<file path="src/rtl/scan_ckpt_ctrl.sv">
// Checkpoint sequencer: pauses the emulated DUT and streams its FF and RAM
// scan chains out (dump) or in (load), one 64-bit word per beat.
module scan_ckpt_ctrl #(
  parameter int FF_WORDS   = 4,
  parameter int MEM_WORDS  = 8,
  parameter int RAM_WARMUP = 2,
  parameter int RAM_TAIL   = 1
) (
  input  logic        clk,
  input  logic        rst_n,
  input  logic        cmd_valid,
  output logic        cmd_ready,
  input  logic        cmd_load,
  output logic        busy,
  output logic        done,
  output logic        pause,
  output logic        ff_se,
  output logic        ff_dir,
  output logic [63:0] ff_sdi,
  input  logic [63:0] ff_sdo,
  output logic        ram_se,
  output logic        ram_sd,
  output logic [63:0] ram_sdi,
  input  logic [63:0] ram_sdo,
  output logic        out_valid,
  input  logic        out_ready,
  output logic [63:0] out_data,
  input  logic        in_valid,
  output logic        in_ready,
  input  logic [63:0] in_data
);

  localparam int M1 =
    (FF_WORDS > MEM_WORDS) ? FF_WORDS : MEM_WORDS;
  localparam int M2 =
    (RAM_WARMUP > RAM_TAIL) ? RAM_WARMUP : RAM_TAIL;
  // the warm-up and tail phases reuse the word counter
  localparam int MX = (M1 > M2) ? M1 : M2;
  localparam int CW = $clog2(MX + 1);

  localparam logic [CW-1:0] FF_LAST   = CW'(FF_WORDS - 1);
  localparam logic [CW-1:0] MEM_LAST  = CW'(MEM_WORDS - 1);
  localparam logic [CW-1:0] WARM_LAST = CW'(RAM_WARMUP - 1);
  localparam logic [CW-1:0] TAIL_LAST = CW'(RAM_TAIL - 1);

  typedef enum logic [2:0] {
    S_IDLE,
    S_PAUSE,
    S_FF,
    S_WARM,
    S_RAM,
    S_TAIL,
    S_FLUSH
  } state_t;

  state_t        state_q, state_d;
  logic [CW-1:0] cnt_q, cnt_d;
  logic          mode_q, mode_d;
  logic          pause_q;
  logic          done_q;
  logic          beat;

  always_ff @(posedge clk or negedge rst_n) begin
    if (!rst_n) begin
      state_q <= S_IDLE;
      cnt_q   <= '0;
      mode_q  <= 1'b0;
      pause_q <= 1'b0;
      done_q  <= 1'b0;
    end else begin
      state_q <= state_d;
      cnt_q   <= cnt_d;
      mode_q  <= mode_d;
      pause_q <= (state_d != S_IDLE);
      done_q  <= (state_q == S_FLUSH);
    end
  end

  always_comb begin
    state_d   = state_q;
    cnt_d     = cnt_q;
    mode_d    = mode_q;
    beat      = 1'b0;
    cmd_ready = 1'b0;
    ff_se     = 1'b0;
    ram_se    = 1'b0;
    out_valid = 1'b0;
    in_ready  = 1'b0;
    out_data  = '0;
    ff_sdi    = '0;
    ram_sdi   = '0;
    unique case (state_q)
      S_IDLE: begin
        cmd_ready = 1'b1;
        if (cmd_valid) begin
          mode_d  = cmd_load;
          cnt_d   = '0;
          state_d = S_PAUSE;
        end
      end
      S_PAUSE: state_d = S_FF;
      S_FF: begin
        if (mode_q) begin
          in_ready = 1'b1;
          ff_sdi   = in_data;
          ff_se    = in_valid;
          beat     = in_valid;
        end else begin
          out_valid = 1'b1;
          out_data  = ff_sdo;
          ff_se     = out_ready;
          beat      = out_ready;
        end
        if (beat) begin
          cnt_d = cnt_q + CW'(1);
          if (cnt_q == FF_LAST) begin
            cnt_d   = '0;
            state_d = mode_q ? S_RAM : S_WARM;
          end
        end
      end
      S_WARM: begin
        ram_se = 1'b1;
        cnt_d  = cnt_q + CW'(1);
        if (cnt_q == WARM_LAST) begin
          cnt_d   = '0;
          state_d = S_RAM;
        end
      end
      S_RAM: begin
        if (mode_q) begin
          in_ready = 1'b1;
          ram_sdi  = in_data;
          ram_se   = in_valid;
          beat     = in_valid;
        end else begin
          out_valid = 1'b1;
          out_data  = ram_sdo;
          ram_se    = out_ready;
          beat      = out_ready;
        end
        if (beat) begin
          cnt_d = cnt_q + CW'(1);
          if (cnt_q == MEM_LAST) begin
            cnt_d   = '0;
            state_d = mode_q ? S_TAIL : S_FLUSH;
          end
        end
      end
      S_TAIL: begin
        ram_se = 1'b1;
        cnt_d  = cnt_q + CW'(1);
        if (cnt_q == TAIL_LAST) begin
          cnt_d   = '0;
          state_d = S_FLUSH;
        end
      end
      S_FLUSH: state_d = S_IDLE;
      default: state_d = S_IDLE;
    endcase
  end

  assign busy   = (state_q != S_IDLE);
  assign done   = done_q;
  assign pause  = pause_q;
  assign ff_dir = mode_q;
  assign ram_sd = mode_q;

endmodule

</file>
<file path="config.mk">
export PLATFORM = sky130hd
export DESIGN_NAME = scan_ckpt_ctrl
export DESIGN_NICKNAME = d
export VERILOG_FILES = /design/src/rtl/scan_ckpt_ctrl.sv
export SDC_FILE = /design/constraint.sdc
export NUM_CORES = 1
export LEC_CHECK = 0
export CORE_AREA = 2 2 155 157
export DETAILED_ROUTE_END_ITERATION = 8
export DIE_AREA = 0 0 157 159
export PLACE_DENSITY_LB_ADDON = 0.05
export SETUP_SLACK_MARGIN = 0.1
export SLEW_MARGIN = 20
export SYNTH_ARGS = -nofsm -noshare
export SYNTH_HDL_FRONTEND = slang
export SYNTH_SLANG_ARGS = --single-unit
export TNS_END_PERCENT = 10
</file>
<file path="constraint.sdc">
create_clock -name clk -period 4.8 [get_ports clk]
set_input_delay 0.72 -clock clk [delete_from_list [all_inputs] [get_ports clk]]
set_output_delay 0.72 -clock clk [all_outputs]
set_load 0.05 [all_outputs]
</file>
## Yosys cells after proc, flatten, opt, wreduce, memory -nomap -nowiden

Index checks and enable logic that the tools add are counted.

| word-level totals | value |
|---|---|
| bits in registers | 10 |
| bits of input ports | 198 |

| cells by class | value |
|---|---|
| add/sub/neg operators | 1 |
| equality and inequality tests | 12 |
| multiplexer cells | 34 |
| reduce and logical (&&, ||, !) cells | 9 |

Operators by type and width:

| operator | count |
|---|---|
| two-way mux 64 bit | 5 |
| case mux 64 bit (2 select lines) | 1 |
| two-way mux 4 bit | 7 |
| two-way mux 3 bit | 8 |
| case mux 4 bit (5 select lines) | 1 |
| case mux 3 bit (6 select lines) | 1 |
| equality test 3 bit, second input constant | 3 |
| two-way mux 1 bit | 9 |
| equality test 3 x 2 -> 1 bit, second input constant | 2 |
| inequality test 2 bit, second input constant | 3 |
| nonzero test 3 bit | 2 |
| nonzero test 5 bit | 1 |
| adder 4 x 1 -> 4 bit, second input constant | 1 |
| equality test 4 x 1 -> 1 bit, second input constant | 1 |
| equality test 4 x 2 -> 1 bit, second input constant | 1 |
| equality test 4 x 3 -> 1 bit, second input constant | 1 |
| zero test 4 bit | 1 |
| AND reduction 4 bit | 1 |
| OR reduction 2 bit | 2 |
| equality test 3 x 1 -> 1 bit, second input constant | 1 |
| zero test 3 bit | 1 |
| two-way mux 2 bit | 1 |
| case mux 1 bit (2 select lines) | 1 |
| AND reduction 2 bit | 1 |

## Longest topological paths before layout

| depth | value |
|---|---|
| depth in word-level cells | 5 |
| mapped depth | 7 |
| depth with buffers taken out | 7 |

## Worst setup path after synthesis

No wires, ideal clock.

| timing | value |
|---|---|
| kind | register -> output |
| start point | register mode_q (netlist: ff_dir) |
| end point | output in_ready |
| arrival time | 2.364 ns |
| required time | 4.080 ns |
| path slack | 1.716 ns |
| stages on the path, launching flop included | 4 |
| path buffers | 2 |
| path through | dfrtp_1 buf_2 clkbuf_1 nor3b_1 |

| on the way | value |
|---|---|
| cells in the longest elaborated chain, start to end | 2 |

RTL lines:

| element | line | text |
|---|---|---|
| start: declaration | 58 | `logic mode_q, mode_d;` |
| start signal: assignment | 73 | `mode_q <= mode_d;` |
| two-way mux 1 bit | 103, 131 |  |
| two-way mux 1 bit | -- |  |
| end: declaration | 29 | `output logic in_ready,` |

Every way passes these cells.

## Worst setup path after layout

| timing | value |
|---|---|
| start point | register state_q[1] |
| end point | output out_data[57] |

| on the way | value |
|---|---|
| cells in the longest elaborated chain, start to end | 2 |

RTL lines:

| element | line | text |
|---|---|---|
| start: declaration | 56 | `state_t state_q, state_d;` |
| start signal: assignment | 71 | `state_q <= state_d;` |
| equality test 3 bit / equality test 3 x 2 -> 1 bit (equally long branches) | 92 | `unique case (state_q)` |
| case mux 64 bit (2 select lines) * | 92 |  |
| end: declaration | 27 | `output logic [63:0] out_data,` |

Mark *: on every way between the ends. The rest lies on a longest branch, timed or not.

==> results.json <==
{
  "status": "completed",
  "fmax_ghz": 0.270,
  "synthTopCellsByArea": "a22o_1 (25%), nor2_1 (24%), nand2_1 (12%)",
  "gp_congestion": 0.924,
  "grtUsageMet1": 0.155,
  "grt_util_met2": 0.308,
  "switching_share": 0.643,
  "synth-seq-cells": 10,
  "cts.sinks": 10,
  "fillers": 2527,
  "routed_wl_um": 20800,
  "grt_pass1_vias": 4274,
  "std_cell_rows": 56,
  "synth_cells": 381,
  "period_needed_ns": 3.70,
  "clock_power_share": 0.045,
  "yosysTopAreaCell": "a22o_1",
  "syn_nets": 582,
  "via_per_inst": 3.90,
  "cp_max_fo": 62,
  "die_area_um2": 25000,
  "synth_area_um2": 2190,
  "coreArea_um2": 23200,
  "yosysWarningCount": 0,
  "wl_per_cell_um": 19.4,
  "ant_nets": 0,
  "hold_viol": 0,
  "fin_skew_ns": 0.00234,
  "synth_top_area_share": 0.248,
  "criticalPathCategory": "register to primary output",
  "avgSynthCellArea_um2": 5.74,
  "clockBufferDepth": 2,
  "first_pass_iters": 4,
  "cts-resized-gates": 0,
  "dp_hpwl_um": 17200,
  "power.switching_mw": 2.36,
  "start_util": 0.0943,
  "cp-start-kind": "register",
  "synthArstFlopShare": 1.00,
  "synthTopCellsByCount": "nor2_1 (138), nand2_1 (70), a22o_1 (62), clkbuf_1 (29), dfrtp_1 (10)",
  "rsz0062_at_grt": "no",
  "postCtsHoldBufs": 0,
  "cts_made_buffers": 3,
  "htreeDepth": 1,
  "synth_top_flop_cell": "dfrtp_1",
  "insertion_delay_ns": 0.24,
  "top_usage_layer": "met2",
  "cp.arrival_ns": 2.98,
  "intPower_mw": 1.31,
  "grt_max_degree": 68,
  "dr.first_iter.drc_count": 208,
  "clk_pin_slew_ns": 0.04,
  "io_buffers": 399,
  "cap_violations": 0,
  "grt_overflow": 0,
  "antenna_found_initial": 5,
  "synth_cell_types": 38,
  "slew_headroom": 0.445,
  "finalCritPeriodShare": 0.771,
  "cts_tree": "built",
  "syn_to_final_growth_pct": 200,
  "die_x_um": 157,
  "hp-class": "register to register",
  "synth-edff-count": 0,
  "root_buffer": "clkbuf_16",
  "power_density_nw_per_um2": 559,
  "track_usage": 0.155,
  "die_y_um": 159,
  "crit_path_end_kind": "primary output",
  "combPwrFrac": 0.891,
  "io_pins": 400,
  "worstMarginPinSlew_ns": 0.832,
  "met3_usage": 0.0509,
  "vdd_drop_max_mv": 0.423,
  "nNetsFinal": 952,
  "drive_gt1_frac": 0.0267,
  "power.total_mw": 3.67,
  "worstPathRequired_ns": 4.08,
  "setup_viol": 0,
  "yosysMostFrequentCell": "nor2_1",
  "postCtsSetupBuffers": 0,
  "p_seq_frac": 0.063,
  "vias": 4186,
  "tns_ns": 0,
  "grt_pass1_wl_um": 28900,
  "ys_seq_area_frac": 0.114,
  "drc": 0,
  "p_leak_nw": 2.37,
  "final_max_slew_viol_count": 0
}
## power by group through the flow
stage	sequential [mW]	combinational, mW	clock [mW]
after detailed placement	0.237	3.29	0
after floorplan	0.175	2.18	0
final	0.232	3.27	0.166
after global placement	0.232	3.32	0
after global routing	0.249	3.44	0.172
after CTS	0.236	3.31	0.169
## logic make-up (layout without fill, tap and decap cells)
logic type | Yosys count | count (layout) | synth area share
compound gates | 82 | 82 | 0.315
xor+xnor | 1 | 1 | 0.00401
fa+ha+maj | 3 | 3 | 0.0172
buf+inv | 46 | 415 | 0.0915
flops | 10 | 10 | 0.114
mux | 2 | 2 | 0.0103
other cells | 0 | 3 | 0
simple gates | 237 | 237 | 0.448
## layer usage
layer,share of wire,vias up
li1,-,2038
met1,0.35,1916
met2,0.55,216
met3,0.089,14
met4,0.011,2
met5,0.00063,-
## layout make-up
class | count | area (um2) | share of cell area
timing repair buffer | 404 | 4030 | 0.614
multi-input combinational | 325 | 1760 | 0.268
tap | 319 | 399 | 0.0608
sequential | 10 | 251 | 0.0383
clock buffer | 4 | 88.8 | 0.0135
inverter | 7 | 26.3 | 0.00400
antenna | 3 | 7.51 | 0.00114
## critical path, stage by stage (launching register included)
cell and delay [ns]:
dfrtp_1 0.51, nor2b_1 0.26, nand2_2 0.11, nor2_4 0.08, buf_4 0.57, a22o_1 0.34
clkdlybuf4s50_1 0.84
## through the flow
| stage | worst slack (ns) | hold WS (ns) | util | instances | instance area (um2) |
|---|---|---|---|---|---|
| floorplan | 1.72 | 0.424 | - | 381 | 2190 |
| global placement | 1.37 | 0.608 | 0.279 | 1065 | 6470 |
| detailed placement | 1.38 | 0.632 | 0.279 | 1065 | 6470 |
| CTS | 1.12 | 0.639 | 0.283 | 1069 | 6560 |
| global route | 1.00 | 0.694 | 0.283 | 1071 | 6560 |
| finish | 1.10 | 0.638 | 0.283 | 1072 | 6560 |
## placed cells by master (no fill, tap or decap), types with 2 or more instances in the layout
cell type        netlist  routed
o22ai_1                2       2
o21ai_0                5       5
clkdlybuf4s50_1        0     399
nor2_1               138     136
a21oi_1                3       3
nor3b_1                3       3
nand2_1               70      69
nand2b_1               4       4
nand3_1                9       8
a22o_1                62      62
buf_4                  1       5
inv_1                  6       6
nor2_4                 0       2
ha_1                   3       3
a22oi_1                2       2
dfrtp_1               10       9
clkbuf_16              0       3
nor2b_1                2       2
nor3_1                 5       5
diode_2                0       3
## registers in the layout, summed over array words and instances (netlist names)
name,count
cnt_q,4
pause,1
ff_dir,1
done,1
state_q,3
## final timing paths
path,startpoint,to,slack (ns),cells past startpoint
max,state_q[1]$_DFF_PN0_,out_data[57],1.10,6
min,cnt_q[1]$_DFFE_PN0P_,cnt_q[1]$_DFFE_PN0P_,0.64,2
max reg2reg,state_q[0]$_DFF_PN0_,pause$_DFF_PN0_,2.14,6
min reg2reg,cnt_q[1]$_DFFE_PN0P_,cnt_q[1]$_DFFE_PN0P_,0.64,2
max in group asynchronous,rst_n,ff_dir$_DFFE_PN0P_,3.60,1
min in group asynchronous,rst_n,cnt_q[1]$_DFFE_PN0P_,0.83,1
Note: power is estimated with default switching activity, not from simulation.
